$ cat config.mk
export PLATFORM = sky130hd
export DESIGN_NAME = digit_scanner
export DESIGN_NICKNAME = d
export VERILOG_FILES = /design/src/rtl/digit_scanner.sv
export SDC_FILE = /design/constraint.sdc
export NUM_CORES = 1
export LEC_CHECK = 0
export BUFFER_PORTS_ARGS = -buffer_cell sky130_fd_sc_hd__buf_4
export CORE_UTILIZATION = 35
export DETAILED_ROUTE_END_ITERATION = 7
export RECOVER_POWER = 50
export SETUP_SLACK_MARGIN = 0.4
export SLEW_MARGIN = 40
export SYNTH_ARGS = -nofsm -noshare
export SYNTH_HDL_FRONTEND = slang
export SYNTH_SLANG_ARGS = --single-unit
$ cat constraint.sdc
create_clock -name clk -period 2 [get_ports clk]
set_input_delay 0.4 -clock clk [delete_from_list [all_inputs] [get_ports clk]]
set_output_delay 0.4 -clock clk [all_outputs]
set_load 0.03 [all_outputs]
$ cat src/rtl/digit_scanner.sv
// Multiplexed hex display scanner: dwells on each digit, paces an external
// one-hot phase counter via advance, and swaps in new data only at frame wrap.
module digit_scanner #(
    parameter int N     = 4,
    parameter int DWELL = 1000
) (
    input  logic           clk,
    input  logic           reset_n,
    input  logic [N-1:0]   phase,
    output logic           advance,
    input  logic           load_valid,
    output logic           load_ready,
    input  logic [4*N-1:0] load_data,
    input  logic           blank_lz,
    output logic [N-1:0]   an_n,
    output logic [6:0]     seg_n,
    output logic           phase_err
);

    localparam int CW = $clog2(DWELL);
    localparam logic [CW-1:0] LAST = CW'(DWELL - 1);

    logic [CW-1:0]  dwellCnt;
    logic [4*N-1:0] display;
    logic [4*N-1:0] shadow;
    logic           pending;
    logic           armed;
    logic           accept;
    logic           boundary;
    logic           oneHot;
    logic [3:0]     nibble;
    logic           blankSel;
    logic           allZero;

    function automatic logic [6:0] hexSeg(input logic [3:0] v);
        case (v)
            4'h0: hexSeg = 7'b1000000;
            4'h1: hexSeg = 7'b1111001;
            4'h2: hexSeg = 7'b0100100;
            4'h3: hexSeg = 7'b0110000;
            4'h4: hexSeg = 7'b0011001;
            4'h5: hexSeg = 7'b0010010;
            4'h6: hexSeg = 7'b0000010;
            4'h7: hexSeg = 7'b1111000;
            4'h8: hexSeg = 7'b0000000;
            4'h9: hexSeg = 7'b0010000;
            4'hA: hexSeg = 7'b0001000;
            4'hB: hexSeg = 7'b0000011;
            4'hC: hexSeg = 7'b1000110;
            4'hD: hexSeg = 7'b0100001;
            4'hE: hexSeg = 7'b0000110;
            default: hexSeg = 7'b0001110;
        endcase
    endfunction

    assign advance    = (dwellCnt == LAST);
    assign load_ready = ~pending;
    assign accept     = load_valid & load_ready;
    assign boundary   = advance & phase[N-1];
    assign oneHot     = (phase != '0) && ((phase & (phase - 1'b1)) == '0);

    always_ff @(posedge clk or negedge reset_n) begin
        if (!reset_n) begin
            dwellCnt <= '0;
        end else if (advance) begin
            dwellCnt <= '0;
        end else begin
            dwellCnt <= dwellCnt + 1'b1;
        end
    end

    // A load landing exactly on the wrap bypasses the shadow so it is not
    // held back a whole extra frame.
    always_ff @(posedge clk or negedge reset_n) begin
        if (!reset_n) begin
            display <= '0;
            shadow  <= '0;
            pending <= 1'b0;
        end else if (boundary && pending) begin
            display <= shadow;
            pending <= 1'b0;
        end else if (boundary && accept) begin
            display <= load_data;
        end else if (accept) begin
            shadow  <= load_data;
            pending <= 1'b1;
        end
    end

    // Scan from the most significant digit down so allZero covers N-1..k.
    always_comb begin
        nibble   = 4'h0;
        blankSel = 1'b0;
        allZero  = 1'b1;
        for (int k = N - 1; k >= 0; k--) begin
            allZero = allZero & (display[4*k +: 4] == 4'h0);
            if (phase[k]) begin
                nibble   = display[4*k +: 4];
                blankSel = blank_lz && (k != 0) && allZero;
            end
        end
    end

    always_ff @(posedge clk or negedge reset_n) begin
        if (!reset_n) begin
            an_n  <= '1;
            seg_n <= 7'h7F;
        end else if (oneHot) begin
            an_n  <= ~phase;
            seg_n <= blankSel ? 7'h7F : hexSeg(nibble);
        end else begin
            an_n  <= '1;
            seg_n <= 7'h7F;
        end
    end

    // Checking stays disarmed until the phase source has produced one valid
    // one-hot value, so power-up garbage is not reported.
    always_ff @(posedge clk or negedge reset_n) begin
        if (!reset_n) begin
            armed     <= 1'b0;
            phase_err <= 1'b0;
        end else begin
            armed     <= armed | oneHot;
            phase_err <= phase_err | (armed & ~oneHot);
        end
    end

endmodule

======== After elaboration in Yosys (flattened, before gate mapping) ========
Memories as Yosys holds them, arrays and structs flattened.
Cells that the tools add are included.
storage, ports and cells
  bits in registers ....................... 56
  ROM bits ................................ 112
  output and inout port bits .............. 14
  word-level logic and storage cells ...... 58
  memories ................................ 1
operators by class
  reductions and logical operators ........ 15
  bitwise operators ....................... 13
  add/subtract/negate cells ............... 2
  equal/unequal tests ..................... 2
  multiplexer cells ....................... 17
memories
  memory           depth  bits a word  rd ports  clocked after memory_dff  write ports  line  RTL
  (no name shown)  16     7            1         0                         0            36    case (v)
operator list
  operator                                                             number
  16-bit two-way mux                                                   2
  4-bit two-way mux                                                    5
  4-bit logical NOT                                                    4
  7-bit two-way mux                                                    2
  10-bit by 1-bit adder with 10-bit output (second input constant)     1
  10-bit equality test (second input constant)                         1
  10-bit two-way mux                                                   1
  1-bit two-way mux                                                    7
  1-bit logical AND                                                    6
  1-bit bitwise AND                                                    5
  4-bit bitwise AND                                                    1
  1-bit inverter                                                       4
  4-bit inverter                                                       1
  2-bit nonzero test                                                   2
  4-bit nonzero test                                                   1
  4-bit by 1-bit subtractor with 4-bit output (second input constant)  1
  3-bit AND reduction                                                  1
  2-bit inequality test (second input constant)                        1
  1-bit OR                                                             2
  2-bit AND reduction                                                  1

======== Depth between registers and ports, before layout ========
Gate-level depths: netlist of run 1.
  word-level depth ........................ 8
  depth in mapped cells ................... 10

======== Worst setup path after synthesis of run 1 ========
OpenSTA, ideal clock, no wires.
  kind .................................... reg2reg
  start point ............................. register dwellCnt[0]
  end point ............................... register shadow[10]
  data arrival time ....................... 2.122 ns
  period minus slack after synthesis ...... 2.247 ns
  stages on the path, launching flop included .. 8
  setup slack ............................. -0.247 ns
  library setup time ...................... 0.125 ns
  path buffers ............................ 1
  cells stage by stage .................... dfrtp_1 ha_1 nand2_2 nor4_4 nand2_2 nand3_2 buf_8 mux2_4
between the ends
  longest elaborated chain between the ends .. 5
  elaborated cells between the ends (all ways) .. 7
  classes of those cells .................. eq/ne: 1; bitwise: 3; reduce/logical: 3
ends and longest elaborated chain
  element                                      line    RTL
  start: declaration                           23      logic [CW-1:0] dwellCnt;
  start signal: assignment                     68      dwellCnt <= dwellCnt + 1'b1;
  10-bit equality test (*)                     56      assign advance = (dwellCnt == LAST);
  net advance                                  10      output logic advance,
  1-bit bitwise AND (*)                        59      assign boundary = advance & phase[N-1];
  1-bit logical AND, on equally long branches  82, 79
  1-bit inverter (no source line)              -
  3-bit AND reduction (no source line) (*)     -
  end signal: assignment                       85      shadow <= load_data;
  end: declaration                             25      logic [4*N-1:0] shadow;
Mark *: on every way through the listed nets, which the timed path passes. The rest lies on a longest branch.
A chain may end at the register's enable or synchronous reset.

======== Worst setup path after layout of run 1 ========
  start point ............................. register dwellCnt[6]
  end point ............................... output advance
between the ends
  longest elaborated chain between the ends .. 1
ends and longest elaborated chain
  element               line
  10-bit equality test  56
  end: declaration      10
No other way between the ends.

==> run metrics, run 1 <==
startpoint of the worst-slack reg-to-reg timing path dwellCnt[6]; kind of capture point of the worst setup path primary output; leakage power 1.60 nW; horizontal die dimension 90.4 um; hold violation count in the final report 0; sequential cell area fraction in the yosys report 0.517; number of placed instances, taps included 380; run status finished, final reports clean; vias per cell 5.02; Ys Warns 0; critical path startpoint category flop; count of boundary I/O pins 38; reg2reg setup slack 0.13 ns; row cnt 31; DPL Wire Length 3.68 mm; first-pass GRT wire length 9.69 mm; post-route insts no fill 415; max frequency 521 MHz; wire length reported by the detailed router 5.97 mm; worst hold margin 0.327 ns; Final Setup Violations 0; RSZ-0062 raised after global routing true; VDD IR max 0.355 mV; antenna diode count 0; depth of the worst register-to-register path 9; worst-path fanout max 2; most frequently used flop master after synthesis dfrtp_1; number of buffers added on ports 37; crit path capture advance; number of nets in the finished design 346; part of the cycle the worst path needs 0.959; GRT Total Usage 0.149; filler cell count 692; Max Slew Vio Count 0; Mapped Area 0.00274 sq mm; vias in the first global route 1964; share of the synthesized area in the top cell type 0.412; total power divided by cell area 596 mW/mm^2; H-tree Lvls 2; initial antenna violation count 0; clock slew at reported path FFs 0.10 ns; Post-Route Utilization 0.488; TritonCTS clock tree done; number of max-capacitance violations reported 0; post-layout power 2.16 mW; core area 0.00741 sq mm; starting density of the core 0.369; transition time of the tightest slew-check pin 1.39 ns; fraction of final layout cells sized beyond drive strength 1 0.408; skew final 0.0110 ns; top cells by instance count after synthesis dfrtp_1, nand2_1, o22ai_1; Placer Congestion 0.854; endpoint arrival time on the critical path 1.52 ns; setup total negative slack 0 ns; largest area contributor in the netlist dfrtp_1; clock buffer depth 2; most numerous cell in the Yosys netlist dfrtp_1; number of flops mapped to enable cells by yosys 0; class of the tightest hold or removal check primary input to flop; largest net degree at the start of global routing 57; post-route DRC violation count 0; r2r endpoint display[12]; Gate Count Post-Synth 250; cell at the root of the clock tree clkbuf_8; Async SR Flop Fraction 1.00; data required time of the worst path 1.60 ns; post-route minimum period 1.92 ns; Worst setup startpoint dwellCnt[6]; overall via count from detail_route 2082; sinks on the clock net 56; overall die height 90.4 um; synthesized area per cell 10.9 sq um; count of different cell masters after synthesis 47; Initial DRT Pass Iterations 4; floorplan die area 0.00818 sq mm; average wire per standard cell 14.4 um; Yosys reg bits 56; top cells by area, synth dfrtp_1, dfstp_2, mux2_4, o22ai_1, nand2_1; synthesis-to-finish area growth 32.2%; Crit Path Category flop to primary output; total clock buffers created by CTS 5; Worst slew margin 0.0706; global route overflow 0; DR iter-0 viols 153; final antenna-violating net count 0; number of nets in the synthesized netlist 281; source-to-sink clock delay at the later pin of the worst-skew pair 0.31 ns
==> worst max-delay path, cell delays in order, from the launching register on <==
cell and delay (ns):
dfrtp_1 0.38, nand4_1 0.19, nor4_4 0.34, buf_4 0.17, buf_6 0.12
==> metal layers <==
metal	share of wire	routed length [um]	GRT usage	up-vias
li1	-	-	-	1026
met1	0.46	2750	0.201	1001
met2	0.47	2810	0.226	45
met3	0.050	296	0.0421	10
met4	0.020	117	0.0538	0
met5	0	0	0	-
==> worst min-delay path by stage <==
stage                 startpoint          end  depth (start not counted)
floorplan                reset_n        armed                          0
global placement       phase_err    phase_err                          1
detailed placement     phase_err    phase_err                          1
CTS                      reset_n  dwellCnt[1]                          1
global route        load_data[8]    shadow[8]                          2
finish              load_data[8]    shadow[8]                          2
==> final cells by class <==
class                   count  area (sq um)  area share
inverters                   6          23.8     0.00657
well taps                  99           124      0.0342
multi-input cells         174          1350       0.373
repair buffers             72           613       0.169
clock buffers               6          82.6      0.0228
flip-flops and latches     56          1420       0.391
clock inverters             2          10.0     0.00277
==> through the flow <==
step / cell area, sq um / setup WS (ns)
global placement: 3160 / 0.172
CTS: 3470 / 0.0802
finish: 3620 / 0.0824
floorplan: 2800 / -0.204
detailed placement: 3160 / 0.0766
global route: 3620 / 0.000336
==> logic make-up after synthesis <==
kind of cell | share of synthesized area
muxes | 0.0905
DFF | 0.517
AOI/OAI and AO/OA | 0.150
xor gates and xnor gates | 0.0224
and+or+nand+nor | 0.146
buffers and inverters | 0.0421
adders and majority gates | 0.0320
==> registers in the layout, indices dropped and copies added (netlist names) <==
| register | cells |
|---|---|
| armed | 1 |
| an_n | 4 |
| display | 16 |
| shadow | 16 |
| pending | 1 |
| phase_err | 1 |
| dwellCnt | 10 |
| seg_n | 7 |
==> report_power, final <==
| part | total, mW | switching (mW) | internal, mW |
|---|---|---|---|
| logic | 0.316 | 0.164 | 0.151 |
| registers | 1.21 | 0.0198 | 1.19 |
| clock network | 0.635 | 0.358 | 0.277 |
==> layout by cell type (no fill, tap or decap), types with 3 or more instances in the layout <==
| master | count |
|---|---|
| a211oi_1 | 3 |
| a21oi_1 | 4 |
| buf_4 | 60 |
| buf_6 | 5 |
| clkbuf_8 | 6 |
| clkinv_2 | 3 |
| dfrtp_1 | 45 |
| dfstp_2 | 11 |
| ha_4 | 4 |
| inv_2 | 3 |
| mux2_4 | 16 |
| mux2i_1 | 3 |
| nand2_1 | 26 |
| nand2b_1 | 4 |
| nand3_1 | 5 |
| nand3b_1 | 4 |
| nor2_1 | 14 |
| nor2b_1 | 3 |
| o211ai_1 | 6 |
| o21ai_1 | 18 |
| o22ai_1 | 17 |
| xor2_1 | 5 |
==> timing repair <==
item                       in CTS  in global routing
gates cloned                    1                  1
setup endpoints to repair      37                 41
hold buffers                    0                  0
buffers inserted               17                  8
hold endpoints to repair        0                  0
pin swaps                       4                  9
resized for setup              15                 19
(Power assumes the default switching activity.)
==> inputs of run 2 (changes only) <==
==> constraint.sdc (replaced) <==
create_clock -name clk -period 2.3 [get_ports clk]
set_input_delay 0.46 -clock clk [delete_from_list [all_inputs] [get_ports clk]]
set_output_delay 0.46 -clock clk [all_outputs]
set_load 0.03 [all_outputs]
==> run 2 against run 1 <==
First-iteration DRC count fell by 57%; largest cell class unchanged; non-clock buffer count down 12; global-route usage shrank 0.30 points; combinational power decreased by 23%; via count is 1.2% lower; sequential power down 13%; count of clock-buffer cells in the layout unchanged; critical path type unchanged; die area unchanged.
==> run metrics, run 2 (synthesized netlist as in run 1, its figures left out) <==
source-to-sink clock delay at the later pin of the worst-skew pair 0.31 ns (about the same); initial antenna violation count 0 (unchanged); Crit Path Category flop to primary output (unchanged); Final Setup Violations 0 (unchanged); DPL Wire Length 3.76 mm (was 3.68 mm); data required time of the worst path 1.84 ns (was 1.60 ns); part of the power in registers 0.544 (was 0.559); core area 0.00741 sq mm (unchanged); GR Util met2 0.225 (was 0.226); Initial DRT Pass Iterations 5 (was 4); H-tree Lvls 2 (unchanged); leakage power 1.49 nW (was 1.60 nW); count of boundary I/O pins 38 (unchanged); Post-Route Utilization 0.459 (was 0.488); fraction of final layout cells sized beyond drive strength 1 0.332 (was 0.408); post-layout power 1.93 mW (was 2.16 mW); vias in the first global route 2019 (was 1964); skew final 0.00554 ns (was 0.0110 ns); critical path startpoint category flop (unchanged); setup total negative slack 0 ns (unchanged); cts-stage hold buffer count 0 (unchanged); RSZ-0062 raised after global routing true (unchanged); wire length reported by the detailed router 5.81 mm (was 5.97 mm); run status finished, final reports clean (unchanged); GRT busiest layer met2 (unchanged); post-route minimum period 1.95 ns; total clock buffers created by CTS 5 (unchanged); antenna diode count 0 (unchanged); floorplan die area 0.00818 sq mm (unchanged); part of the cycle the worst path needs 0.850; most common cell after layout, fill and taps aside buf_4 (unchanged); filler cell count 720 (was 692); met1 Usage GRT 0.202 (was 0.201); hold violation count in the final report 0 (unchanged); registers with the most flip-flops display (16), shadow (16), dwellCnt (10) (unchanged); worst-path fanout max 2 (unchanged); sw frac 0.238 (was 0.251); global route overflow 0 (unchanged); overall via count from detail_route 2057 (was 2082); GRT Total Usage 0.146 (was 0.149); clock slew at reported path FFs 0.10 ns (about the same); final antenna-violating net count 0 (unchanged); placed cell area 0.00312 sq mm (was 0.00316 sq mm); overall die height 90.4 um (unchanged); area used by multi-input combinational logic 0.00123 sq mm (was 0.00135 sq mm); VDD IR max 0.337 mV (was 0.355 mV); commonest non-fill, non-tap cells in the layout buf_4, dfrtp_1, nand2_1 (unchanged); endpoint arrival time on the critical path 1.49 ns (was 1.52 ns); class of the tightest hold or removal check primary input to flop (unchanged); met3 Use GR 0.0379 (was 0.0421); internal power summed over all cells 1.47 mW (was 1.61 mW); TritonCTS clock tree done (unchanged); proportion of power drawn by combinational gates 0.127 (was 0.146); number of max-capacitance violations reported 0 (unchanged); transition time of the tightest slew-check pin 1.38 ns (was 1.39 ns); sinks on the clock net 56 (unchanged); cell at the root of the clock tree clkbuf_8 (unchanged); clock share of power 0.330 (was 0.294); horizontal die dimension 90.4 um (unchanged); row cnt 31 (unchanged); average wire per standard cell 14.4 um (about the same); first-pass GRT wire length 9.63 mm (was 9.69 mm); vias per cell 5.10 (was 5.02); post-route design area 0.00340 sq mm (was 0.00362 sq mm); number of buffers added on ports 37 (unchanged); Max Slew Vio Count 0 (unchanged); max frequency 512 MHz; clock buffer depth 2 (unchanged); area used by sequential logic in the layout 0.00142 sq mm (unchanged); Worst slew margin 0.0815 (was 0.0706); synthesis-to-finish area growth 24.2% (was 32.2%); post-route DRC violation count 0 (unchanged); total power divided by cell area 567 mW/mm^2 (was 596 mW/mm^2); largest net degree at the start of global routing 57 (unchanged); DR iter-0 viols 66 (was 153); Placer Congestion 0.835 (was 0.854); worst hold margin 0.356 ns (was 0.327 ns); starting density of the core 0.369 (unchanged); net switching component of the power 0.460 mW (was 0.541 mW); kind of capture point of the worst setup path primary output (unchanged); number of nets in the finished design 334 (was 346)
==> run 2: cell types whose count changed in the layout (fill, tap and decap cells not counted), sizes merged <==
cell,before,now
buf,70,57
bufinv,0,1
clkbuf,8,9
clkinv,3,2
==> run 2: worst paths after layout <==
check / start / to / slack (ns) / cells after the start
hold reg to reg: armed / phase_err / 0.47 / 1
setup / recovery: dwellCnt[7] / advance / 0.35 / 4
setup reg to reg: dwellCnt[7] / display[12] / 0.44 / 8
hold / removal: phase[1] / an_n[1] / 0.36 / 2
min in group asynchronous: reset_n / shadow[8] / 0.44 / 1
max in group asynchronous: reset_n / armed / 1.02 / 1
==> run 2: metrics by stage <==
stage,worst slack [ns],cells
final,0.345,403
after global routing,0.210,403
after CTS,0.308,395
after detailed placement,0.213,378
after global placement,0.292,378
after floorplan,0.0960,250
==> run 2: power by group through the flow <==
stage / Sequential [mW] / Clock, mW / Combinational (mW)
final: 1.05 / 0.636 / 0.244
after CTS: 1.05 / 0.660 / 0.240
after global routing: 1.05 / 0.701 / 0.268
after global placement: 1.07 / 0 / 0.236
after detailed placement: 1.07 / 0 / 0.239
after floorplan: 1.09 / 0 / 0.112
==> run 2: cell type report <==
| type | count | share of cell area |
|---|---|---|
| flip-flops and latches | 56 | 0.416 |
| inverters | 6 | 0.00662 |
| multi-input cells | 174 | 0.363 |
| clock buffers | 6 | 0.0213 |
| repair buffers | 60 | 0.146 |
| clock inverters | 2 | 0.0103 |
| well taps | 99 | 0.0364 |
==> run 2: repair_timing <==
action,4_1_cts,5_1_grt
gates cloned,0,2
hold endpoints to repair,0,0
pin swaps,3,4
endpoints found under the setup margin,3,32
gates resized for setup,2,12
setup buffers,9,6
==> run 2: critical path, stage by stage, from the launching register on <==
cell	delay (ns)
dfrtp_1	0.38
nand4_1	0.19
nor4_4	0.35
buf_6	0.14
buf_6	0.12
==> run 2: routing by layer <==
metal | share of wire | wire length (um)
met1 | 0.48 | 2780
met3 | 0.040 | 234
met2 | 0.47 | 2730
met5 | 0 | 0
met4 | 0.011 | 66
==> inputs of run 3 (changes only) <==
==> constraint.sdc (replaced) <==
create_clock -name clk -period 1.72 [get_ports clk]
set_input_delay 0.344 -clock clk [delete_from_list [all_inputs] [get_ports clk]]
set_output_delay 0.344 -clock clk [all_outputs]
set_load 0.03 [all_outputs]
==> run 3 against run 2 <==
Largest cell class is now multi-input gates; non-clock buffer count increased by 25; the flow now finishes with violations (negative setup slack); critical endpoint unchanged; highest routed layer unchanged; clock power is 19% higher; final area increased by 18%; core utilization rose by 8.1 points; worst setup slack worse by 0.46 ns; flip-flop and latch count unchanged; first-iteration DRC count fell by 44%; die area did not move.
==> run metrics, run 3 (synthesized netlist as in run 1, its figures left out) <==
Worst setup startpoint dwellCnt[0] (was dwellCnt[7]); area used by multi-input combinational logic 0.00155 sq mm (was 0.00123 sq mm); starting density of the core 0.369 (unchanged); endpoint arrival time on the critical path 1.49 ns (about the same); part of the power in registers 0.543 (was 0.544); part of the cycle the worst path needs 1.07; horizontal die dimension 90.4 um (unchanged); violations in the final reports negative setup slack; critical path startpoint category flop (unchanged); registers with the most flip-flops display (16), shadow (16), dwellCnt (10) (unchanged); proportion of power drawn by combinational gates 0.166 (was 0.127); total power divided by cell area 649 mW/mm^2 (was 567 mW/mm^2); data required time of the worst path 1.38 ns (was 1.84 ns); wire length on met2 3.22 mm (was 2.73 mm); overall die height 90.4 um (unchanged); number of buffers added on ports 37 (unchanged); overall via count from detail_route 2197 (was 2057); number of max-capacitance violations reported 0 (unchanged); H-tree Lvls 2 (unchanged); area used by sequential logic in the layout 0.00142 sq mm (unchanged); final antenna-violating net count 0 (unchanged); cell at the root of the clock tree clkbuf_8 (unchanged); vias in the first global route 2152 (was 2019); post-route minimum period 1.84 ns; depth of the worst register-to-register path 9 (was 8); largest net degree at the start of global routing 57 (unchanged); number of nets in the finished design 360 (was 334); TritonCTS clock tree done (unchanged); average wire per standard cell 15.4 um (was 14.4 um); cts-stage hold buffer count 0 (unchanged); most common cell after layout, fill and taps aside buf_4 (unchanged); total clock buffers created by CTS 5 (unchanged); Crit Path Category flop to primary output (unchanged); sw frac 0.257 (was 0.238); routed metal-1 wirelength 3.11 mm (was 2.78 mm); crit path capture advance (unchanged); run status complete, but fails checks (was finished, final reports clean); Post-Route Utilization 0.540 (was 0.459); count of boundary I/O pins 38 (unchanged); Final Setup Violations 33 (was 0); clock share of power 0.291 (was 0.330); wire length reported by the detailed router 6.59 mm (was 5.81 mm); initial antenna violation count 0 (unchanged); kind of capture point of the worst setup path primary output (unchanged); fraction of final layout cells sized beyond drive strength 1 0.521 (was 0.332); worst hold margin 0.272 ns (was 0.356 ns); max frequency 545 MHz; post-route DRC violation count 0 (unchanged); DPL Wire Length 3.89 mm (was 3.76 mm); smallest setup slack after layout -0.116 ns (was 0.345 ns); filler cell count 632 (was 720); uppermost signal routing layer after detailed routing met4 (unchanged); row cnt 31 (unchanged); skew final 0.00501 ns (was 0.00554 ns); net switching component of the power 0.667 mW (was 0.460 mW); Placer Congestion 0.852 (was 0.835); startpoint of the worst-slack reg-to-reg timing path dwellCnt[0] (was dwellCnt[7]); source-to-sink clock delay at the later pin of the worst-skew pair 0.30 ns (was 0.31 ns); RSZ-0062 raised after global routing true (unchanged); internal power summed over all cells 1.93 mW (was 1.47 mW); Worst slew margin 0.0928 (was 0.0815); GRT Total Usage 0.164 (was 0.146); antenna diode count 0 (unchanged); class of the tightest hold or removal check primary input to flop (unchanged); worst-path fanout max 2 (unchanged); first-pass GRT wire length 10.7 mm (was 9.63 mm); Max Slew Vio Count 0 (unchanged); clock buffer depth 2 (unchanged); reg2reg setup slack -0.10 ns (was 0.44 ns); DR iter-0 viols 37 (was 66); core area 0.00741 sq mm (unchanged); leakage power 1.76 nW (was 1.49 nW); commonest non-fill, non-tap cells in the layout buf_4, dfrtp_1, nand2_1 (unchanged); wire length on met3 191 um (was 234 um); hold violation count in the final report 0 (unchanged); clock slew at reported path FFs 0.10 ns (about the same); transition time of the tightest slew-check pin 1.36 ns (was 1.38 ns); r2r endpoint display[9] (was display[12]); post-layout power 2.60 mW (was 1.93 mW); synthesis-to-finish area growth 46.3% (was 24.2%); Initial DRT Pass Iterations 4 (was 5); VDD IR max 0.374 mV (was 0.337 mV); global route overflow 0 (unchanged); sinks on the clock net 56 (unchanged); vias per cell 5.12 (was 5.10); floorplan die area 0.00818 sq mm (unchanged)
[run 3: cell count changes in the layout (fill, tap and decap cells not counted), sizes merged]
cell,previous run,this run
clkinv,2,1
buf,57,84
clkinvlp,0,1
bufinv,1,0
nand3,6,7
clkbuf,9,8
[run 3: power groups by stage]
stage / combinational (mW) / sequential, mW / clock, mW
3_5_place_dp: 0.353 / 1.43 / 0
6_report: 0.431 / 1.41 / 0.755
5_1_grt: 0.465 / 1.42 / 0.827
4_1_cts: 0.401 / 1.41 / 0.776
3_3_place_gp: 0.348 / 1.42 / 0
2_1_floorplan: 0.163 / 1.46 / 0
[run 3: worst min path at each step]
stage | start | endpoint | slack (ns) | cells past startpoint
finish | load_data[1] | shadow[1] | 0.27 | 2
global route | load_data[14] | shadow[14] | 0.26 | 2
CTS | reset_n | shadow[14] | 0.11 | 1
detailed placement | reset_n | shadow[13] | 0.45 | 1
global placement | reset_n | shadow[14] | 0.44 | 1
floorplan | reset_n | armed | 0.05 | 0
[run 3: worst max-delay path: stages (launching register included)]
cell and delay (ns):
dfrtp_1 0.40, ha_4 0.16, nand2_4 0.05, nor4_4 0.30, buf_6 0.15, buf_6 0.12
[run 3: layout make-up]
type,instances,share of cell area
clock buffers,7,0.0216
clock inverters,1,0.00188
inverters,6,0.00688
multi-input cells,175,0.388
flip-flops and latches,56,0.354
well taps,99,0.0309
repair buffers,85,0.197
[run 3: routing by layer]
metal / up-vias / GRT usage
met4: 0 / 0.0497
met1: 1082 / 0.227
li1: 1058 / -
met2: 50 / 0.262
met5: - / 0
met3: 7 / 0.0269
[run 3: what timing repair did]
action / 4_1_cts / 5_1_grt
pin swaps: 19 / 21
cloned: 3 / 0
setup endpoints to repair: 60 / 61
setup buffers: 12 / 5
gates resized for setup: 52 / 39
[run 3: per-stage QoR]
step                cell area [sq um]  setup WS [ns]  instances  setup TNS (ns)
global placement                 3340        -0.0500        401          -0.715
floorplan                        2810         -0.484        250          -12.60
finish                           4000         -0.116        429           -1.87
global route                     4000         -0.194        429           -4.74
detailed placement               3340         -0.123        401           -2.73
CTS                              3780         -0.155        424           -3.21
